==> src/rtl/sprite_blitter_if.sv <==
// Sprite blitter bus: draw request/status, sprite RAM read port and
// frame-buffer write port, grouped for the blitter and its environment.
interface sprite_blitter_if #(
    parameter int SPR_WX = 4,
    parameter int SPR_WY = 3,
    parameter int SCR_WX = 8,
    parameter int SCR_WY = 7
);
    logic              start;
    logic [SCR_WX-1:0] origin_x;
    logic [SCR_WY-1:0] origin_y;
    logic [SPR_WX-1:0] spr_x;
    logic [SPR_WY-1:0] spr_y;
    logic [2:0]        ram_color;
    logic [SCR_WX-1:0] vga_x;
    logic [SCR_WY-1:0] vga_y;
    logic [2:0]        vga_color;
    logic              vga_plot;
    logic              busy;
    logic              done;

    modport slave (
        input  start, origin_x, origin_y, ram_color,
        output spr_x, spr_y, vga_x, vga_y, vga_color, vga_plot, busy, done
    );

    modport master (
        output start, origin_x, origin_y, ram_color,
        input  spr_x, spr_y, vga_x, vga_y, vga_color, vga_plot, busy, done
    );
endinterface

==> src/rtl/sprite_blitter.sv <==
// Scans a sprite RAM in raster order, offsets each pixel by the latched
// origin and writes visible, on-screen pixels to the frame buffer.
module sprite_blitter #(
    parameter int         SPR_WX      = 4,
    parameter int         SPR_WY      = 3,
    parameter int         SPRITE_W    = 10,
    parameter int         SPRITE_H    = 6,
    parameter int         SCR_WX      = 8,
    parameter int         SCR_WY      = 7,
    parameter int         SCREEN_W    = 160,
    parameter int         SCREEN_H    = 120,
    parameter logic [2:0] TRANSPARENT = 3'b000
) (
    input logic             clk,
    input logic             reset,
    sprite_blitter_if.slave bus
);

    typedef enum logic [1:0] {IDLE, SCAN, DRAIN, DONE} state_t;

    state_t state, state_next;

    logic [SPR_WX-1:0] x_q;
    logic [SPR_WY-1:0] y_q;
    logic              last_x;
    logic              last_addr;

    logic [SCR_WX-1:0] ox_q;
    logic [SCR_WY-1:0] oy_q;

    logic              v1_q;
    logic [SPR_WX-1:0] ax1_q;
    logic [SPR_WY-1:0] ay1_q;

    logic [SCR_WX:0]   sx;
    logic [SCR_WY:0]   sy;
    logic              visible;

    logic [SCR_WX-1:0] vga_x_q;
    logic [SCR_WY-1:0] vga_y_q;
    logic [2:0]        vga_color_q;
    logic              vga_plot_q;

    logic              busy_c;
    logic              done_c;

    assign last_x    = (x_q == SPR_WX'(SPRITE_W - 1));
    assign last_addr = last_x && (y_q == SPR_WY'(SPRITE_H - 1));

    always_ff @(posedge clk) begin
        if (reset) begin
            state <= IDLE;
        end else begin
            state <= state_next;
        end
    end

    always_comb begin
        state_next = state;
        case (state)
            IDLE:    if (bus.start) state_next = SCAN;
            SCAN:    if (last_addr) state_next = DRAIN;
            DRAIN:   state_next = DONE;
            DONE:    state_next = IDLE;
            default: state_next = IDLE;
        endcase
    end

    always_comb begin
        busy_c = 1'b0;
        done_c = 1'b0;
        case (state)
            IDLE:    busy_c = 1'b0;
            SCAN:    busy_c = 1'b1;
            DRAIN:   busy_c = 1'b1;
            DONE: begin
                busy_c = 1'b1;
                done_c = 1'b1;
            end
            default: busy_c = 1'b0;
        endcase
    end

    // Address is zero outside SCAN, so (0,0) is already presented on entry.
    always_ff @(posedge clk) begin
        if (reset || state != SCAN) begin
            x_q <= '0;
            y_q <= '0;
        end else if (last_x) begin
            x_q <= '0;
            y_q <= last_addr ? '0 : y_q + 1'b1;
        end else begin
            x_q <= x_q + 1'b1;
        end
    end

    always_ff @(posedge clk) begin
        if (reset) begin
            ox_q <= '0;
            oy_q <= '0;
        end else if (state == IDLE && bus.start) begin
            ox_q <= bus.origin_x;
            oy_q <= bus.origin_y;
        end
    end

    // Stage 1 travels alongside the RAM read so it lines up with ram_color.
    always_ff @(posedge clk) begin
        if (reset) begin
            v1_q  <= 1'b0;
            ax1_q <= '0;
            ay1_q <= '0;
        end else begin
            v1_q  <= (state == SCAN);
            ax1_q <= x_q;
            ay1_q <= y_q;
        end
    end

    // One extra bit so off-screen sums are clipped rather than wrapped.
    always_comb begin
        sx      = (SCR_WX + 1)'(ox_q) + (SCR_WX + 1)'(ax1_q);
        sy      = (SCR_WY + 1)'(oy_q) + (SCR_WY + 1)'(ay1_q);
        visible = v1_q
                  && (bus.ram_color != TRANSPARENT)
                  && (sx < (SCR_WX + 1)'(SCREEN_W))
                  && (sy < (SCR_WY + 1)'(SCREEN_H));
    end

    always_ff @(posedge clk) begin
        if (reset) begin
            vga_x_q     <= '0;
            vga_y_q     <= '0;
            vga_color_q <= '0;
            vga_plot_q  <= 1'b0;
        end else begin
            vga_x_q     <= sx[SCR_WX-1:0];
            vga_y_q     <= sy[SCR_WY-1:0];
            vga_color_q <= bus.ram_color;
            vga_plot_q  <= visible;
        end
    end

    assign bus.spr_x     = x_q;
    assign bus.spr_y     = y_q;
    assign bus.vga_x     = vga_x_q;
    assign bus.vga_y     = vga_y_q;
    assign bus.vga_color = vga_color_q;
    assign bus.vga_plot  = vga_plot_q;
    assign bus.busy      = busy_c;
    assign bus.done      = done_c;

endmodule
==> src/flat_wrapper.sv <==
// flat-port wrapper written by rule: the top's interface ports become plain ports
module sprite_blitter_flat 
#(
    parameter int         SPR_WX      = 4,
    parameter int         SPR_WY      = 3,
    parameter int         SPRITE_W    = 10,
    parameter int         SPRITE_H    = 6,
    parameter int         SCR_WX      = 8,
    parameter int         SCR_WY      = 7,
    parameter int         SCREEN_W    = 160,
    parameter int         SCREEN_H    = 120,
    parameter logic [2:0] TRANSPARENT = 3'b000
)
  (clk, reset, bus_start, bus_origin_x, bus_origin_y, bus_ram_color, bus_spr_x, bus_spr_y, bus_vga_x, bus_vga_y, bus_vga_color, bus_vga_plot, bus_busy, bus_done);
  sprite_blitter_if #(.SPR_WX(SPR_WX), .SPR_WY(SPR_WY), .SCR_WX(SCR_WX), .SCR_WY(SCR_WY)) bus_i ();
  input logic clk;
  input logic reset;
  input wire logic [$bits(bus_i.start)-1:0] bus_start;
  input wire logic [$bits(bus_i.origin_x)-1:0] bus_origin_x;
  input wire logic [$bits(bus_i.origin_y)-1:0] bus_origin_y;
  input wire logic [$bits(bus_i.ram_color)-1:0] bus_ram_color;
  output wire logic [$bits(bus_i.spr_x)-1:0] bus_spr_x;
  output wire logic [$bits(bus_i.spr_y)-1:0] bus_spr_y;
  output wire logic [$bits(bus_i.vga_x)-1:0] bus_vga_x;
  output wire logic [$bits(bus_i.vga_y)-1:0] bus_vga_y;
  output wire logic [$bits(bus_i.vga_color)-1:0] bus_vga_color;
  output wire logic [$bits(bus_i.vga_plot)-1:0] bus_vga_plot;
  output wire logic [$bits(bus_i.busy)-1:0] bus_busy;
  output wire logic [$bits(bus_i.done)-1:0] bus_done;
  assign bus_i.start = bus_start;
  assign bus_i.origin_x = bus_origin_x;
  assign bus_i.origin_y = bus_origin_y;
  assign bus_i.ram_color = bus_ram_color;
  assign bus_spr_x = bus_i.spr_x;
  assign bus_spr_y = bus_i.spr_y;
  assign bus_vga_x = bus_i.vga_x;
  assign bus_vga_y = bus_i.vga_y;
  assign bus_vga_color = bus_i.vga_color;
  assign bus_vga_plot = bus_i.vga_plot;
  assign bus_busy = bus_i.busy;
  assign bus_done = bus_i.done;
  sprite_blitter #(.SPR_WX(SPR_WX), .SPR_WY(SPR_WY), .SPRITE_W(SPRITE_W), .SPRITE_H(SPRITE_H), .SCR_WX(SCR_WX), .SCR_WY(SCR_WY), .SCREEN_W(SCREEN_W), .SCREEN_H(SCREEN_H), .TRANSPARENT(TRANSPARENT)) u_core (.clk(clk), .reset(reset), .bus(bus_i));
endmodule
==> config.mk <==
export PLATFORM = sky130hd
export DESIGN_NAME = sprite_blitter_flat
export DESIGN_NICKNAME = d
export VERILOG_FILES = /design/src/rtl/sprite_blitter_if.sv /design/src/rtl/sprite_blitter.sv /design/src/flat_wrapper.sv
export SDC_FILE = /design/constraint.sdc
export NUM_CORES = 1
export LEC_CHECK = 0
export CORE_MARGIN = 3
export CORE_UTILIZATION = 50
export CTS_BUF_LIST = sky130_fd_sc_hd__clkbuf_8
export DETAILED_ROUTE_END_ITERATION = 7
export PLACE_DENSITY_LB_ADDON = 0.05
export SLEW_MARGIN = 20
export SYNTH_ARGS = -nofsm -noshare
export SYNTH_HDL_FRONTEND = slang
export SYNTH_SLANG_ARGS = --single-unit
export TNS_END_PERCENT = 50
==> constraint.sdc <==
create_clock -name clk -period 3.3 [get_ports clk]
set_input_delay 0.99 -clock clk [delete_from_list [all_inputs] [get_ports clk]]
set_output_delay 0.99 -clock clk [all_outputs]
set_load 0.01 [all_outputs]
After elaboration in Yosys (flattened, before gate mapping)
Index checks and enable logic that the tools add are counted.
Storage, ports and cells
  register bits: 51
  input port bits: 21
Cells by class
  add/subtract/negate cells: 4
  $lt $le $gt $ge: 2
  equality and inequality tests: 8
  muxes and demuxes: 6
  reductions and logical operators: 11
Operators by type and width (number)
  $add 8x4->9: 1
  $lt 9x8->1 const B: 1
  $add 7x3->8: 1
  $lt 8x7->1 const B: 1
  $pmux 2 s4: 1
  $logic_and 1x1->1: 5
  $add 4x1->4 const B: 1
  $eq 2x2->1 const B: 2
  $eq 4x4->1 const B: 1
  $mux 2: 2
  $ne 2x1->1 const B: 2
  $add 3x1->3 const B: 1
  $eq 3x3->1 const B: 1
  $mux 3: 1
  $reduce_bool 3->1: 1
  $reduce_or 3->1: 1
  $eq 2x1->1 const B: 1
  $logic_not 2->1: 1
  $ne 2x2->1 const B: 1
  $pmux 1 s2: 1
  $reduce_and 2->1: 1
  $reduce_or 2->1: 1
  $logic_or 1x1->1: 1
  $mux 1: 1

Logic depth before layout (Yosys ltp)
Gate-level depths: netlist of run 1.
  depth in word-level cells: 4
  gate-level depth with buffers: 7

Least setup slack after synthesis of run 1
Ideal clock, no wire load.
  kind: reg2reg
  start: reg u_core.oy_q[0]
  end: reg u_core.vga_plot_q (netlist: u_core.bus.vga_plot)
  library setup time: 0.091 ns
  data arrival time: 2.038 ns
  data required time: 3.209 ns
  slack: 1.171 ns
  cell stages (with the launch flop): 8
  period minus slack after synthesis: 2.129 ns
  cells stage by stage: dfxtp_1 > ha_1 > inv_1 > fa_1 > or3b_1 > o21ai_1 > or4b_1 > a311oi_1
Between the ends
  cells in the longest elaborated chain, start to end: 3
Ends and longest elaborated chain
  start: declaration: line sprite_blitter.sv:29  | logic [SCR_WY-1:0] oy_q;
  start signal: assignment: line sprite_blitter.sv:103  | oy_q <= bus.origin_y;
  $add 7x3->8: line sprite_blitter.sv:123  | sy = (SCR_WY + 1)'(oy_q) + (SCR_WY + 1)'(ay1_q);
  $lt 8x7->1: line sprite_blitter.sv:127  | && (sy < (SCR_WY + 1)'(SCREEN_H));
  $logic_and 1x1->1: line sprite_blitter.sv:127
  end signal: assignment: line sprite_blitter.sv:140  | vga_plot_q <= visible;
  end: declaration: line sprite_blitter.sv:42  | logic vga_plot_q;
No other way between the ends.
A chain may end at the register's enable or synchronous reset.

Worst setup path in the final report of run 1
  start: reg u_core.state[0]
  end: out bus_busy
Between the ends
  cells in the longest elaborated chain, start to end: 3
  elaborated cells on any way between the ends: 6
Ends and longest elaborated chain
  start: declaration: line sprite_blitter.sv:21  | state_t state, state_next;
  start signal: assignment: line sprite_blitter.sv:54  | state <= state_next;
  $eq 2x2->1 / $eq 2x1->1 (equally long branches): line sprite_blitter.sv:72  | case (state)
  $reduce_or 3->1 (no source line)
  $pmux 1 s2 (*): line sprite_blitter.sv:72
  end: declaration: line flat_wrapper.sv:28  | output wire logic [$bits(bus_i.busy)-1:0] bus_busy;
Mark *: on every way between the ends. The rest lies on a longest branch, timed or not.

==> results.py, run 1 <==
metrics = {
    "sta": {
        "fin_setup_tns_ns": 0,
        "min_period_over_period": 0.7913,
        "relSlewSlack": 0.5967,
        "rsz0062_at_grt": "false",
        "min_period_ns": 2.611,
        "fmax_mhz": 382.9,
        "hold_viol": 0,
        "drv_slew": 0,
        "fin_worst_skew_ns": 0.005235,
        "worst_pin_slew_ns": 0.6049,
        "final-setup-viol-count": 0,
    },
    "clock_tree": {
        "cts_buffer_depth": 2,
        "clkSinkCount": 51,
        "path_clk_slew_ns": 0.09,
        "cts_tree": "done",
        "hold_buffers": 0,
        "cts_resized": 0,
        "cts_max_level": 2,
        "insertion_delay_ns": 0.30,
        "numCtsBuffers": 5,
        "post_cts_buffers": 0,
        "cts_root_buf": "clkbuf_8",
    },
    "routing": {
        "wl_per_cell_um": 12.41,
        "drtAntennaViolNets": 0,
        "firstDrtPassIters": 4,
        "wirelength_um": 4159,
        "dr_total_vias": 1678,
        "drc": 0,
        "drtIter0Drc": 86,
        "vias_per_cell": 5.009,
    },
    "logic_synthesis": {
        "synth_fp_nets": 277,
        "synth_top_family_by_area": "simple AND/OR/NAND/NOR gates",
        "synth_xor_area_frac": 0.03680,
        "synth_area_per_cell_sq_um": 9.000,
        "synth.area.mux_share": 0,
        "synth_edf_count": 0,
        "yosysSeqAreaShare": 0.4766,
        "syn_inst": 238,
        "synth_simple_gate_area_frac": 0.2150,
        "synth_fa_ha_area_frac": 0.1121,
        "ys_ff_latch": 51,
        "async_reset_ff_frac": 0,
        "synthFlopType": "dfxtp_1",
        "yosysWarnings": 0,
        "yosysUniqueCellTypes": 37,
        "netlist_area_sq_um": 2142,
        "synth-compound-area-share": 0.1209,
    },
    "finish": {
        "diodes": 0,
        "stdcell_count": 335,
        "drive_above_1_share": 0.03860,
        "multi_input_area_sq_um": 1039,
        "mostFrequentLayoutCell": "dfxtp_1",
        "nFillCells": 342,
        "final_cell_mix": "dfxtp_1, clkdlybuf4s50_1, nand2_1",
        "nets": 323,
        "syn_to_final_growth_pct": 28.80,
        "seqCellArea_sq_um": 1021,
    },
    "pwr": {
        "ir_worst_vdd_v": 0.0003294,
        "internal-power_mw": 1.070,
        "post-layout-total-power_mw": 1.540,
        "power_density_nw_per_um2": 558.1,
        "switchingPower_mw": 0.4695,
        "seqPwrFrac": 0.494,
        "p_leak_nw": 1.055,
        "p_sw_frac": 0.3049,
        "clockPowerShare": 0.254,
        "pwr-share-comb": 0.252,
    },
    "global_route": {
        "antenna_found_initial": 0,
        "grt_max_degree": 43,
        "grt_pass1_wl_um": 7051,
        "grt_usage": 0.1702,
        "first_global_vias": 1623,
        "gr-total-overflow": 0,
    },
    "die": {
        "fp.dieArea_sq_um": 5106,
        "start_util": 0.5279,
        "ios": 49,
        "core-area_sq_um": 4058,
        "die_y_um": 71.46,
        "std_cell_rows": 23,
        "die_width_um": 71.46,
    },
    "setup_path": {
        "start_kind": "flop",
        "end_kind": "primary output",
        "cp_data_arrival_time_ns": 1.62,
        "r2r_end": "u_core.bus.vga_plot$_SDFF_PP0_",
        "regToRegStartpoint": "u_core.oy_q[0]$_SDFFE_PP0P_",
        "reg2regPathDepth": 7,
        "rrSetupSlack_ns": 0.94,
        "endpoint": "bus_busy",
        "crit_start": "u_core.state[0]$_SDFFE_PP0P_",
        "path_max_fanout": 4,
        "cp.required_ns": 2.31,
        "critPathKind": "reg2out",
    },
    "run": {
        "max_cap_viol_count": 0,
    },
    "placed_design": {
        "place_hpwl_um": 2969,
        "dp_cells": 327,
        "io_buffers": 48,
        "globalplace.congestion": 0.7582,
    },
    "hold_path": {
        "min_path_type": "reg2reg",
    },
    "status": {
        "status": "finished, final reports clean",
    },
}
==> worst min path at each step <==
stage / cells after the start / slack [ns] / to / startpoint
3_3_place_gp: 2 / 0.45 / u_core.oy_q[2]$_SDFFE_PP0P_ / u_core.oy_q[2]$_SDFFE_PP0P_
4_1_cts: 2 / 0.47 / u_core.ox_q[2]$_SDFFE_PP0P_ / u_core.ox_q[2]$_SDFFE_PP0P_
3_5_place_dp: 2 / 0.45 / u_core.ox_q[3]$_SDFFE_PP0P_ / u_core.ox_q[3]$_SDFFE_PP0P_
2_1_floorplan: 2 / 0.44 / u_core.ox_q[0]$_SDFFE_PP0P_ / u_core.ox_q[0]$_SDFFE_PP0P_
6_report: 2 / 0.46 / u_core.ox_q[3]$_SDFFE_PP0P_ / u_core.ox_q[3]$_SDFFE_PP0P_
5_1_grt: 2 / 0.48 / u_core.ox_q[3]$_SDFFE_PP0P_ / u_core.ox_q[3]$_SDFFE_PP0P_
==> metrics by stage <==
| step | worst slack (ns) | utilization | cell area [sq um] | hold WS [ns] |
|---|---|---|---|---|
| after floorplan | 1.171 | - | 2142 | 0.4400 |
| after global placement | 0.8422 | 0.6543 | 2655 | 0.4473 |
| after detailed placement | 0.8114 | 0.6543 | 2655 | 0.4526 |
| after CTS | 0.6855 | 0.6799 | 2759 | 0.4657 |
| after global routing | 0.6079 | 0.6799 | 2759 | 0.4820 |
| final | 0.6886 | 0.6799 | 2759 | 0.4628 |
==> worst max-delay path, stage by stage (launching register included) <==
cell and delay (ns):
dfxtp_1 0.40, inv_1 0.10, ha_1 0.24, inv_1 0.06
clkdlybuf4s50_1 0.52
==> power by group through the flow <==
stage          combinational, mW  sequential, mW  clock (mW)
2_1_floorplan              0.241           0.767           0
3_3_place_gp               0.388           0.771           0
3_5_place_dp               0.392           0.775           0
4_1_cts                    0.394           0.760       0.402
5_1_grt                    0.441           0.773       0.428
6_report                   0.388           0.761       0.391
==> routing by layer <==
metal  up-vias  share of wire  wire (um)  global-route usage
li1        882              -          -                   -
met2        40           0.46       1922              0.2898
met5         -              0          0                   0
met1       749           0.47       1953              0.2095
met4         0          0.017         69             0.05637
met3         7          0.051        213             0.04348
==> sequential cells by signal (all words and copies together) (netlist names), 3 cells and up <==
| signal | flops |
|---|---|
| u_core.bus.spr_x | 4 |
| u_core.bus.vga_y | 7 |
| u_core.oy_q | 7 |
| u_core.ax1_q | 4 |
| u_core.bus.vga_color | 3 |
| u_core.bus.vga_x | 8 |
| u_core.ox_q | 8 |
| u_core.bus.spr_y | 3 |
| u_core.ay1_q | 3 |
==> logic make-up after synthesis <==
logic type | after synthesis
adder cells (fa/ha/maj) | 18
XOR/XNOR | 9
flip-flops | 51
buffers and inverters | 22
AND/OR/NAND/NOR | 94
AO/OA/AOI/OAI | 44
==> cell usage after synthesis, drive strengths merged, types with 2 or more instances <==
library cell | number | area, sq um
nand2 | 37 | 138.9
a21oi | 26 | 130.1
fa | 2 | 40.04
ha | 16 | 200.2
nor3b | 3 | 22.52
o21ai | 5 | 25.02
clkbuf | 10 | 37.54
a21o | 4 | 30.03
nor3 | 2 | 10.01
a211oi | 2 | 15.01
nand3b | 2 | 15.01
or3b | 2 | 17.52
nor2b | 12 | 75.07
nor2 | 19 | 71.32
a311oi | 2 | 17.52
nand3 | 7 | 35.03
xnor2 | 6 | 52.55
inv | 12 | 45.04
xor2 | 3 | 26.28
dfxtp | 51 | 1021
==> cell type report <==
cell class / instances / share of cell area
Sequential cell: 51 / 0.3701
Multi-Input combinational cell: 165 / 0.3764
Tap cell: 50 / 0.02268
Clock buffer: 7 / 0.03492
Inverter: 12 / 0.01633
Timing Repair Buffer: 49 / 0.1769
Clock inverter: 1 / 0.002721
No activity file was read; power rests on OpenSTA's default activity.
==> inputs of run 2 (changes only) <==
--- a/config.mk
+++ b/config.mk
@@ -6,7 +6,7 @@
 export NUM_CORES = 1
 export LEC_CHECK = 0
 export CORE_MARGIN = 3
-export CORE_UTILIZATION = 50
+export CORE_UTILIZATION = 46
 export CTS_BUF_LIST = sky130_fd_sc_hd__clkbuf_8
 export DETAILED_ROUTE_END_ITERATION = 7
 export PLACE_DENSITY_LB_ADDON = 0.05
==> constraint.sdc (replaced) <==
create_clock -name clk -period 2.3 [get_ports clk]
set_input_delay 0.69 -clock clk [delete_from_list [all_inputs] [get_ports clk]]
set_output_delay 0.69 -clock clk [all_outputs]
set_load 0.01 [all_outputs]
==> run 2 against run 1 <==
Compared with the run above: first-iteration DRC count fell by 12%; clock power rose by 25%; sequential share of layout area rose by 0.091 points; clock-buffer cell count fell by 2; cell area did not move; largest power group unchanged; register-to-register slack got worse by 0.80 ns; via count did not move; combinational power rose by 45%; critical path depth rose by 3; power rose by 39%; wire length fell by 3.9%; clock skew rose by 0.0028 ns; critical path type is now reg2reg; largest cell class unchanged.
==> results.py, run 2 (synthesis results as in run 1) <==
metrics = {
    "sta": {
        "rsz0062_at_grt": "false",
        "hold_viol": 0,
        "hold_ws_ns": 0.4644,
        "relSlewSlack": 0.6423,
        "fin_worst_skew_ns": 0.008071,
        "drv_slew": 0,
        "min_period_over_period": 0.9378,
        "min_period_ns": 2.157,
        "final-setup-viol-count": 0,
        "fin_setup_tns_ns": 0,
        "worst_pin_slew_ns": 0.5353,
        "fmax_mhz": 463.6,
    },
    "global_route": {
        "gr-total-overflow": 0,
        "grt_pass1_wl_um": 6644,
        "grt_max_degree": 43,
        "grt_usage": 0.1577,
        "antenna_found_initial": 0,
        "first_global_vias": 1527,
    },
    "setup_path": {
        "cp.depth": 7,
        "r2r_end": "u_core.bus.vga_plot$_SDFF_PP0_",
        "path_cells": "ha_2 > inv_1 > fa_2 > or3b_1 > o21ai_1 > or4b_1 > a311oi_1",
        "end_kind": "flop",
        "cp.required_ns": 2.51,
        "reg2regPathDepth": 7,
        "rrSetupSlack_ns": 0.14,
        "regToRegStartpoint": "u_core.oy_q[0]$_SDFFE_PP0P_",
        "endpoint": "u_core.bus.vga_plot$_SDFF_PP0_",
        "crit_start": "u_core.oy_q[0]$_SDFFE_PP0P_",
        "critPathKind": "reg2reg",
        "critPathMaxStageDelay_ns": 0.44,
        "path_max_fanout": 3,
        "cp_num_buf_inv": 1,
        "critPathTopFamily": "simple AND/OR/NAND/NOR gates",
        "start_kind": "flop",
        "cp_data_arrival_time_ns": 2.36,
        "critPathSlowestCell": "or4b_1",
    },
    "clock_tree": {
        "cts_buffer_depth": 2,
        "clkSinkCount": 51,
        "cts_tree": "done",
        "path_clk_slew_ns": 0.09,
        "insertion_delay_ns": 0.30,
        "hold_buffers": 0,
        "post_cts_buffers": 0,
        "cts_max_level": 2,
        "cts_root_buf": "clkbuf_8",
        "numCtsBuffers": 5,
    },
    "routing": {
        "firstDrtPassIters": 4,
        "vias_per_cell": 4.964,
        "drtAntennaViolNets": 0,
        "wirelength_um": 3998,
        "drc": 0,
        "wl_per_cell_um": 11.83,
        "drtIter0Drc": 76,
        "dr_total_vias": 1678,
    },
    "pwr": {
        "power_density_nw_per_um2": 775.9,
        "p_leak_nw": 1.070,
        "post-layout-total-power_mw": 2.141,
        "ir_worst_vdd_v": 0.0005269,
    },
    "die": {
        "std_cell_rows": 24,
        "ios": 49,
        "die_width_um": 74.24,
        "start_util": 0.4853,
        "fp.dieArea_sq_um": 5512,
        "die_y_um": 74.24,
        "core-area_sq_um": 4414,
    },
    "placed_design": {
        "place_hpwl_um": 2864,
        "globalplace.congestion": 0.8466,
        "io_buffers": 48,
    },
    "finish": {
        "diodes": 0,
        "nets": 324,
        "drive_above_1_share": 0.05594,
        "fin_util": 0.6250,
        "mostFrequentLayoutCell": "dfxtp_1",
        "final_cell_mix": "dfxtp_1, clkdlybuf4s50_1, nand2_1",
        "syn_to_final_growth_pct": 28.80,
    },
    "status": {
        "status": "finished, final reports clean",
    },
    "run": {
        "max_cap_viol_count": 0,
    },
    "hold_path": {
        "min_path_type": "reg2reg",
    },
}
run 2: changes by cell type in the layout (fill, tap and decap cells not counted), moves of 2 or more:
cell	change
dfxtp_2	+2
clkbuf_8	-2
dfxtp_1	-2
clkinv_2	+3
run 2: worst min path at each step:
stage	start	end	slack, ns	cells after the start
after floorplan	u_core.ox_q[0]$_SDFFE_PP0P_	u_core.ox_q[0]$_SDFFE_PP0P_	0.44	2
after global placement	u_core.oy_q[0]$_SDFFE_PP0P_	u_core.oy_q[0]$_SDFFE_PP0P_	0.45	2
after detailed placement	u_core.ox_q[3]$_SDFFE_PP0P_	u_core.ox_q[3]$_SDFFE_PP0P_	0.45	2
after CTS	u_core.ox_q[2]$_SDFFE_PP0P_	u_core.ox_q[2]$_SDFFE_PP0P_	0.47	2
after global routing	u_core.ox_q[0]$_SDFFE_PP0P_	u_core.ox_q[0]$_SDFFE_PP0P_	0.51	2
final	u_core.ox_q[2]$_SDFFE_PP0P_	u_core.ox_q[2]$_SDFFE_PP0P_	0.46	2
run 2: per-layer routing:
metal	GRT usage	share of wire	up-vias
met2	0.2697	0.46	32
met3	0.04189	0.049	2
met1	0.1953	0.48	756
li1	-	-	888
met4	0.04743	0.0068	0
met5	0	0	-
run 2: report_power, final:
part	total, mW	switching (mW)	internal (mW)	leakage [nW]
Combinational	0.563	0.291	0.272	0.605
Sequential	1.09	0.0889	1.00	0.417
Clock	0.488	0.279	0.209	0.0477
Total	2.14	0.660	1.48	1.07
run 2: cell type report:
class / count / area (sq um)
fillers: 397 / 1655
multi-input cells: 165 / 1044
flip-flops and latches: 51 / 1023
repair buffers: 50 / 498.0
clock buffers: 5 / 68.82
well taps: 52 / 65.06
inverters: 12 / 45.04
clock inverters: 3 / 15.01
run 2: stage by stage:
| step | cells | area (sq um) | setup WS (ns) |
|---|---|---|---|
| floorplan | 238 | 2142 | 0.1714 |
| detailed placement | 330 | 2665 | 0.06315 |
| CTS | 338 | 2750 | 0.04340 |
| global placement | 330 | 2665 | 0.07987 |
| global route | 338 | 2759 | 0.02195 |
| finish | 338 | 2759 | 0.1430 |
run 2: timing repair:
item                       in CTS  in global routing
setup endpoints to repair       1                  2
pin swaps                       0                  1
gates resized for setup         1                  4
hold endpoints to repair        0                  0
run 2: tightest hold or removal path, delay by kind of cell (launching register included):
| family | cells | cell delay (ns) |
|---|---|---|
| AND/OR/NAND/NOR | 1 | 0.05 |
| flip-flops | 1 | 0.32 |
| AO/OA/AOI/OAI | 1 | 0.05 |
